`src/rtl/riscv_cfg_pkg.sv`:
```
// ----------------------------------------------------------------------------
// riscv_cfg_pkg
//   Shared definitions for the instruction-config write sink: assembly-FSM
//   state encoding, stream/word widths and the byte-lane merge helper.
// ----------------------------------------------------------------------------
package riscv_cfg_pkg;

    localparam int LANE_W     = 8;
    localparam int WORD_W     = 32;
    localparam int CFG_ADDR_W = 24;

    // IDLE holds no bytes; COLLECT holds a partial word (be_buf != 0).
    typedef enum logic {
        IDLE    = 1'b0,
        COLLECT = 1'b1
    } cfg_state_t;

    // Return word with byte lane 'lane' replaced by 'data' (little-endian).
    function automatic logic [WORD_W-1:0] lane_insert(
        input logic [WORD_W-1:0] word,
        input logic [1:0]        lane,
        input logic [LANE_W-1:0] data
    );
        logic [WORD_W-1:0] result;
        result = word;
        result[lane*LANE_W +: LANE_W] = data;
        return result;
    endfunction

endpackage

```
`src/rtl/riscv_instr_cfg_sink.sv`:
```
// ----------------------------------------------------------------------------
// riscv_instr_cfg_sink
//   Receives the byte-wide config write stream that loads instruction memory
//   while the core is held in reset, packs little-endian bytes into 32-bit
//   words and issues byte-enabled writes to the instruction BRAM.
//
//   A partial word is written out when the stream moves to another word, when
//   all four lanes are filled, or after IDLE_FLUSH cycles without a byte.
//
// Ports
//   clk_user       in   user clock, all logic on its rising edge
//   reset          in   asynchronous active-high reset
//   cfg_addr       in   byte address of the config write (24 bit)
//   cfg_din        in   config data byte
//   cfg_wr_en      in   config write strobe, one byte per cycle, no stall
//   mem_we         out  BRAM byte enables, nonzero for exactly one cycle/write
//   mem_addr       out  BRAM word address
//   mem_wdata      out  BRAM write data
//   cfg_busy       out  a partial word is being held
//   cfg_err        out  sticky: an out-of-range byte was dropped
//   words_written  out  number of BRAM write cycles, saturating
// ----------------------------------------------------------------------------
module riscv_instr_cfg_sink
    import riscv_cfg_pkg::*;
#(
    parameter int MEM_SIZE   = 32768,
    parameter int ADDR_BITS  = 13,
    parameter int IDLE_FLUSH = 16
) (
    input  logic                  clk_user,
    input  logic                  reset,
    input  logic [CFG_ADDR_W-1:0] cfg_addr,
    input  logic [LANE_W-1:0]     cfg_din,
    input  logic                  cfg_wr_en,
    output logic [3:0]            mem_we,
    output logic [ADDR_BITS-1:0]  mem_addr,
    output logic [WORD_W-1:0]     mem_wdata,
    output logic                  cfg_busy,
    output logic                  cfg_err,
    output logic [15:0]           words_written
);

    localparam logic [7:0] FLUSH_AT = 8'(IDLE_FLUSH - 1);

    cfg_state_t            state;
    logic [WORD_W-1:0]     word_buf;
    logic [3:0]            be_buf;
    logic [ADDR_BITS-1:0]  cur_waddr;
    logic [7:0]            idle_cnt;

    // Decoded view of the incoming byte.
    logic                  in_range;
    logic                  accept;
    logic [1:0]            lane;
    logic [3:0]            lane_bit;
    logic [ADDR_BITS-1:0]  in_waddr;
    logic                  same_word;

    assign in_range  = ({8'd0, cfg_addr} < 32'(MEM_SIZE));
    assign accept    = cfg_wr_en && in_range;
    assign lane      = cfg_addr[1:0];
    assign lane_bit  = 4'b0001 << lane;
    assign in_waddr  = cfg_addr[ADDR_BITS+1:2];
    assign same_word = (in_waddr == cur_waddr);

    // Next-state of the buffer and the write (if any) to issue this edge.
    cfg_state_t            nxt_state;
    logic [WORD_W-1:0]     nxt_word;
    logic [3:0]            nxt_be;
    logic [ADDR_BITS-1:0]  nxt_waddr;
    logic [7:0]            nxt_idle;
    logic                  emit;
    logic [3:0]            emit_we;
    logic [WORD_W-1:0]     emit_data;
    logic [WORD_W-1:0]     merged_word;
    logic [3:0]            merged_be;

    assign merged_word = lane_insert(word_buf, lane, cfg_din);
    assign merged_be   = be_buf | lane_bit;

    always_comb begin
        // NOTE: every output of this block gets a default first so no path
        // leaves it unassigned; otherwise synthesis infers a latch.
        nxt_state = state;
        nxt_word  = word_buf;
        nxt_be    = be_buf;
        nxt_waddr = cur_waddr;
        nxt_idle  = idle_cnt;
        emit      = 1'b0;
        emit_we   = be_buf;
        emit_data = word_buf;

        case (state)
            IDLE: begin
                if (accept) begin
                    nxt_word  = lane_insert('0, lane, cfg_din);
                    nxt_be    = lane_bit;
                    nxt_waddr = in_waddr;
                    nxt_idle  = 8'd0;
                    nxt_state = COLLECT;
                end
            end

            COLLECT: begin
                if (accept && same_word) begin
                    nxt_idle = 8'd0;
                    if (merged_be == 4'hF) begin
                        // Word complete: write it and start from empty.
                        emit      = 1'b1;
                        emit_we   = 4'hF;
                        emit_data = merged_word;
                        nxt_word  = '0;
                        nxt_be    = 4'h0;
                        nxt_state = IDLE;
                    end else begin
                        nxt_word = merged_word;
                        nxt_be   = merged_be;
                    end
                end else if (accept) begin
                    // Stream moved on: write the old partial word and reload
                    // with the new byte on the same edge, so no byte is lost.
                    emit      = 1'b1;
                    nxt_word  = lane_insert('0, lane, cfg_din);
                    nxt_be    = lane_bit;
                    nxt_waddr = in_waddr;
                    nxt_idle  = 8'd0;
                end else if (idle_cnt == FLUSH_AT) begin
                    // Timeout is only reached when no in-range byte arrives,
                    // so a coinciding byte always takes the rules above.
                    emit      = 1'b1;
                    nxt_word  = '0;
                    nxt_be    = 4'h0;
                    nxt_idle  = 8'd0;
                    nxt_state = IDLE;
                end else begin
                    // Dropped out-of-range bytes also land here: they do not
                    // restart the idle timer.
                    nxt_idle = idle_cnt + 8'd1;
                end
            end

            default: nxt_state = IDLE;
        endcase
    end

    always_ff @(posedge clk_user or posedge reset) begin
        if (reset) begin
            state         <= IDLE;
            word_buf      <= '0;
            be_buf        <= 4'h0;
            cur_waddr     <= '0;
            idle_cnt      <= 8'd0;
            mem_we        <= 4'h0;
            mem_addr      <= '0;
            mem_wdata     <= '0;
            cfg_err       <= 1'b0;
            words_written <= 16'd0;
        end else begin
            // NOTE: state registers use non-blocking assignments so every
            // register samples the pre-edge values regardless of order.
            state     <= nxt_state;
            word_buf  <= nxt_word;
            be_buf    <= nxt_be;
            cur_waddr <= nxt_waddr;
            idle_cnt  <= nxt_idle;

            mem_we <= emit ? emit_we : 4'h0;
            if (emit) begin
                mem_addr  <= cur_waddr;
                mem_wdata <= emit_data;
                if (words_written != 16'hFFFF) begin
                    words_written <= words_written + 16'd1;
                end
            end

            if (cfg_wr_en && !in_range) begin
                cfg_err <= 1'b1;
            end
        end
    end

    assign cfg_busy = (be_buf != 4'h0);

endmodule

```
`config.mk`:
```
export PLATFORM = sky130hd
export DESIGN_NAME = riscv_instr_cfg_sink
export DESIGN_NICKNAME = d
export VERILOG_FILES = /design/src/rtl/riscv_cfg_pkg.sv /design/src/rtl/riscv_instr_cfg_sink.sv
export SDC_FILE = /design/constraint.sdc
export NUM_CORES = 1
export LEC_CHECK = 0
export BUFFER_PORTS_ARGS = -buffer_cell sky130_fd_sc_hd__buf_2
export CAP_MARGIN = 5
export CORE_MARGIN = 2
export CORE_UTILIZATION = 35
export DETAILED_ROUTE_END_ITERATION = 7
export PLACE_DENSITY = 0.51
export SLEW_MARGIN = 20
export SYNTH_ARGS = -nofsm -noshare
export SYNTH_HDL_FRONTEND = slang
export SYNTH_SLANG_ARGS = --single-unit
```
`constraint.sdc`:
```
create_clock -name clk_user -period 4.5 [get_ports clk_user]
set_input_delay 0.9 -clock clk_user [delete_from_list [all_inputs] [get_ports clk_user]]
set_output_delay 0.9 -clock clk_user [all_outputs]
set_load 0.03 [all_outputs]
```
==> metrics <==
CTS tree done; Routed wire per std cell between 15 and 20 microns; Worst R2R Start cur_waddr[0]$_DFFE_PP0P_; cell repeated most along the worst path nand4_1; hold_buf cts 0; Final #Nets around 750; Max-slew headroom 0.365; Post-CTS Setup Bufs 0; row cnt 48; Critical R2R Capture mem_wdata[21]$_DFFE_PP0P_; Tcrit/Tclk final 0.713; Crit. End Element flip-flop; Hold Slack 0.457 ns; PwrDens 362 nW/um^2; IO Port Bufs a little over 100; Max Cap Viol 0; Inserted Clock Buffers 17; WP data required 4.80 ns; Ports 102; slowest stage delay, CP around 0.71 ns; Post-CTS Resized 0; HP Start cfg_err$_DFFE_PP0P_; FF+latch count, synth 124; register area share after synthesis 0.501; Worst Tran Pin Value 0.945 ns; Syn. warnings 0; Die Area 18800 sq um; WS Path Type input pin to flip-flop; flop-to-flop setup slack between 1.5 and 2 ns; post-DP HPWL 11.0 mm; synthesized instance count around 610; clock-pin slew of the registers on the worst-case setup and hold paths 0.05 ns; GP Congestion 0.781; Fmax achieved 312 MHz; syn_nets 659; final number of hold-violating endpoints 0; Avg Cell Area, Syn 10.1 sq um; crit path to words_written[15]$_DFFE_PP0P_; vias in the first global route 5050; main flop type after synthesis dfrtp_1; final setup vio count 0; post-synthesis async set-or-reset flop share 1.00; HP Class flip-flop to flip-flop; critical path arrival ~3.5 ns; min Tclk post-route 3.21 ns; RSZ-0062 raised after global routing no; H-tree levels 4; die width approximately 140 microns; worst skew pair latency around 0.42 ns; vias roughly 5000; synth unique cells 51; Total Routing Usage GR 0.182; Pwr Total 2.67 mW; leakage power 3.49 nW; slowest CP cell o311a_2; Fin Clk Skew 0.0105 ns; Area Growth Syn to Fin 19.0%; clk sinks 124; Filler Cells Inserted 1717; worst-case clock buffer depth 2; layout cell share with drive strength beyond 1 0.239; placeable core area 17300 sq um; initial antenna violation count 0; pin count of the biggest net entering global routing 69; Final Slew Violations 0; Post-synth EDFFs 0; clk root buf clkbuf_16; startpoint types input pin; Routed Antenna Nets 0; Die Span Y 137 microns; grt total ovfl 0; DR DRC count 0; crit path launch cfg_addr[19]; Peak VDD IR 255 uV; DRT iter0 DRCs around 310; Initial Utilization 0.358; Register-to-Register Path Depth 6; post-synthesis cell area 6190 sq um; status finished clean; Detailed Route WL ~16 mm; Antenna diodes 0; first-pass GRT wire length 26.1 mm; CP Max Fanout 32; Detailed Routing Iterations Pass 1 5; setup tns final 0 ns; critical path, cell by cell buf_2 > nor4_2 > nand4_1 > nand2_1 > o311a_2 > nand4_1 > xnor2_1; Vias/cell 5.27
-- through the flow --
step | instance area, sq um | setup WS (ns) | utilization | instances
floorplan | 6190 | 0.301 | - | 614
global placement | 6790 | 1.01 | 0.393 | 915
detailed placement | 6790 | 0.912 | 0.393 | 915
CTS | 7370 | 1.35 | 0.426 | 946
global route | 7370 | 1.14 | 0.426 | 946
finish | 7370 | 1.29 | 0.426 | 946
-- cell usage after synthesis (2+ instances only) --
| master | instances | area (sq um) |
|---|---|---|
| inv_1 | 23 | 86.3 |
| nand3_1 | 35 | 175 |
| bufbuf_8 | 8 | 150 |
| xnor2_1 | 20 | 175 |
| nor2b_1 | 2 | 12.5 |
| a21oi_1 | 67 | 335 |
| or4_4 | 2 | 22.5 |
| and3_1 | 6 | 37.5 |
| mux2i_1 | 17 | 170 |
| nor4bb_1 | 2 | 20.0 |
| a32oi_1 | 16 | 140 |
| buf_4 | 4 | 30.0 |
| clkbuf_1 | 16 | 60.1 |
| xor2_1 | 9 | 78.8 |
| a22o_1 | 20 | 175 |
| o311a_2 | 2 | 22.5 |
| buf_2 | 6 | 30.0 |
| nor4b_1 | 2 | 17.5 |
| buf_6 | 2 | 22.5 |
| nand2_1 | 90 | 338 |
| o21ai_4 | 2 | 32.5 |
| dfrtp_1 | 124 | 3100 |
| mux2_2 | 15 | 169 |
| nor3_1 | 6 | 30.0 |
| nor2_1 | 31 | 116 |
| o21ai_0 | 23 | 115 |
| o21a_1 | 4 | 30.0 |
| o21ai_1 | 15 | 75.1 |
| nor4_1 | 7 | 43.8 |
| ha_1 | 10 | 125 |
| nand4_1 | 8 | 50.1 |
-- worst max-delay path: cells and delay by family --
family | cells | cell delay [ns]
AND/OR/NAND/NOR | 4 | 1.61
AO/OA/AOI/OAI | 1 | 0.71
XOR/XNOR | 1 | 0.18
buffers and inverters | 1 | 0.10
-- layout by cell type, fill, tap and decap left out, types with 3 or more instances in the layout --
| master | netlist | routed |
|---|---|---|
| dfrtp_1 | 124 | 124 |
| buf_2 | 6 | 101 |
| nand2_1 | 90 | 90 |
| a21oi_1 | 67 | 67 |
| nand3_1 | 35 | 35 |
| nor2_1 | 31 | 31 |
| o21ai_0 | 23 | 23 |
| inv_1 | 23 | 22 |
| xnor2_1 | 20 | 20 |
| a22o_1 | 20 | 20 |
| mux2i_1 | 17 | 17 |
| clkbuf_16 | 0 | 17 |
| a32oi_1 | 16 | 16 |
| o21ai_1 | 15 | 15 |
| mux2_2 | 15 | 15 |
| buf_4 | 4 | 11 |
| ha_1 | 10 | 10 |
| xor2_1 | 9 | 9 |
| nand4_1 | 8 | 8 |
| nor3_1 | 6 | 6 |
| nor4_1 | 7 | 6 |
| and3_1 | 6 | 6 |
| o21a_1 | 4 | 4 |
| clkinv_2 | 0 | 4 |
| clkbuf_8 | 0 | 4 |
| clkbuf_1 | 16 | 3 |
-- worst min-delay path by stage --
stage	end	slack, ns	depth (start not counted)
2_1_floorplan	idle_cnt[6]$_DFFE_PP0P_	0.47	1
3_3_place_gp	mem_addr[6]$_DFFE_PP0P_	0.44	2
3_5_place_dp	cfg_err$_DFFE_PP0P_	0.45	1
4_1_cts	cfg_err$_DFFE_PP0P_	0.46	1
5_1_grt	mem_addr[4]$_DFFE_PP0P_	0.49	2
6_report	cfg_err$_DFFE_PP0P_	0.46	1
-- cells by family (layout without fill, tap and decap cells) --
group           count (synthesis)  count (layout)  share of synthesized area
fa+ha+maj                      10              10                     0.0202
buf+inv                        60             167                     0.0636
mux                            32              32                     0.0547
simple gates                  199             199                      0.151
xor+xnor                       29              29                     0.0410
flops                         124             124                      0.501
compound gates                160             160                      0.168
-- final cells by class --
type,instances,area (sq um),area share
repair buffers,113,608,0.0825
inverters,23,88.8,0.0121
flip-flops and latches,124,3100,0.421
clock buffers,24,492,0.0667
clock inverters,7,87.6,0.0119
multi-input cells,430,2710,0.368
well taps,225,282,0.0382
-- where the power goes --
part           internal, mW  switching, mW
clock network         0.866          0.478
logic                0.0576          0.102
registers              1.14         0.0232
-- per-layer routing --
layer / up-vias / GRT usage / wire (microns)
met5: - / 0 / 0
met4: 0 / 0.0653 / 272
met3: 22 / 0.0593 / 938
met2: 155 / 0.285 / 7540
met1: 2426 / 0.236 / 7400
li1: 2380 / - / -
-- registers in the layout, indices dropped and copies added (netlist names) --
signal / count
words_written: 16
mem_addr: 13
mem_we: 4
be_buf: 4
state: 1
cfg_err: 1
mem_wdata: 32
idle_cnt: 8
word_buf: 32
cur_waddr: 13
(Power assumes the default switching activity.)
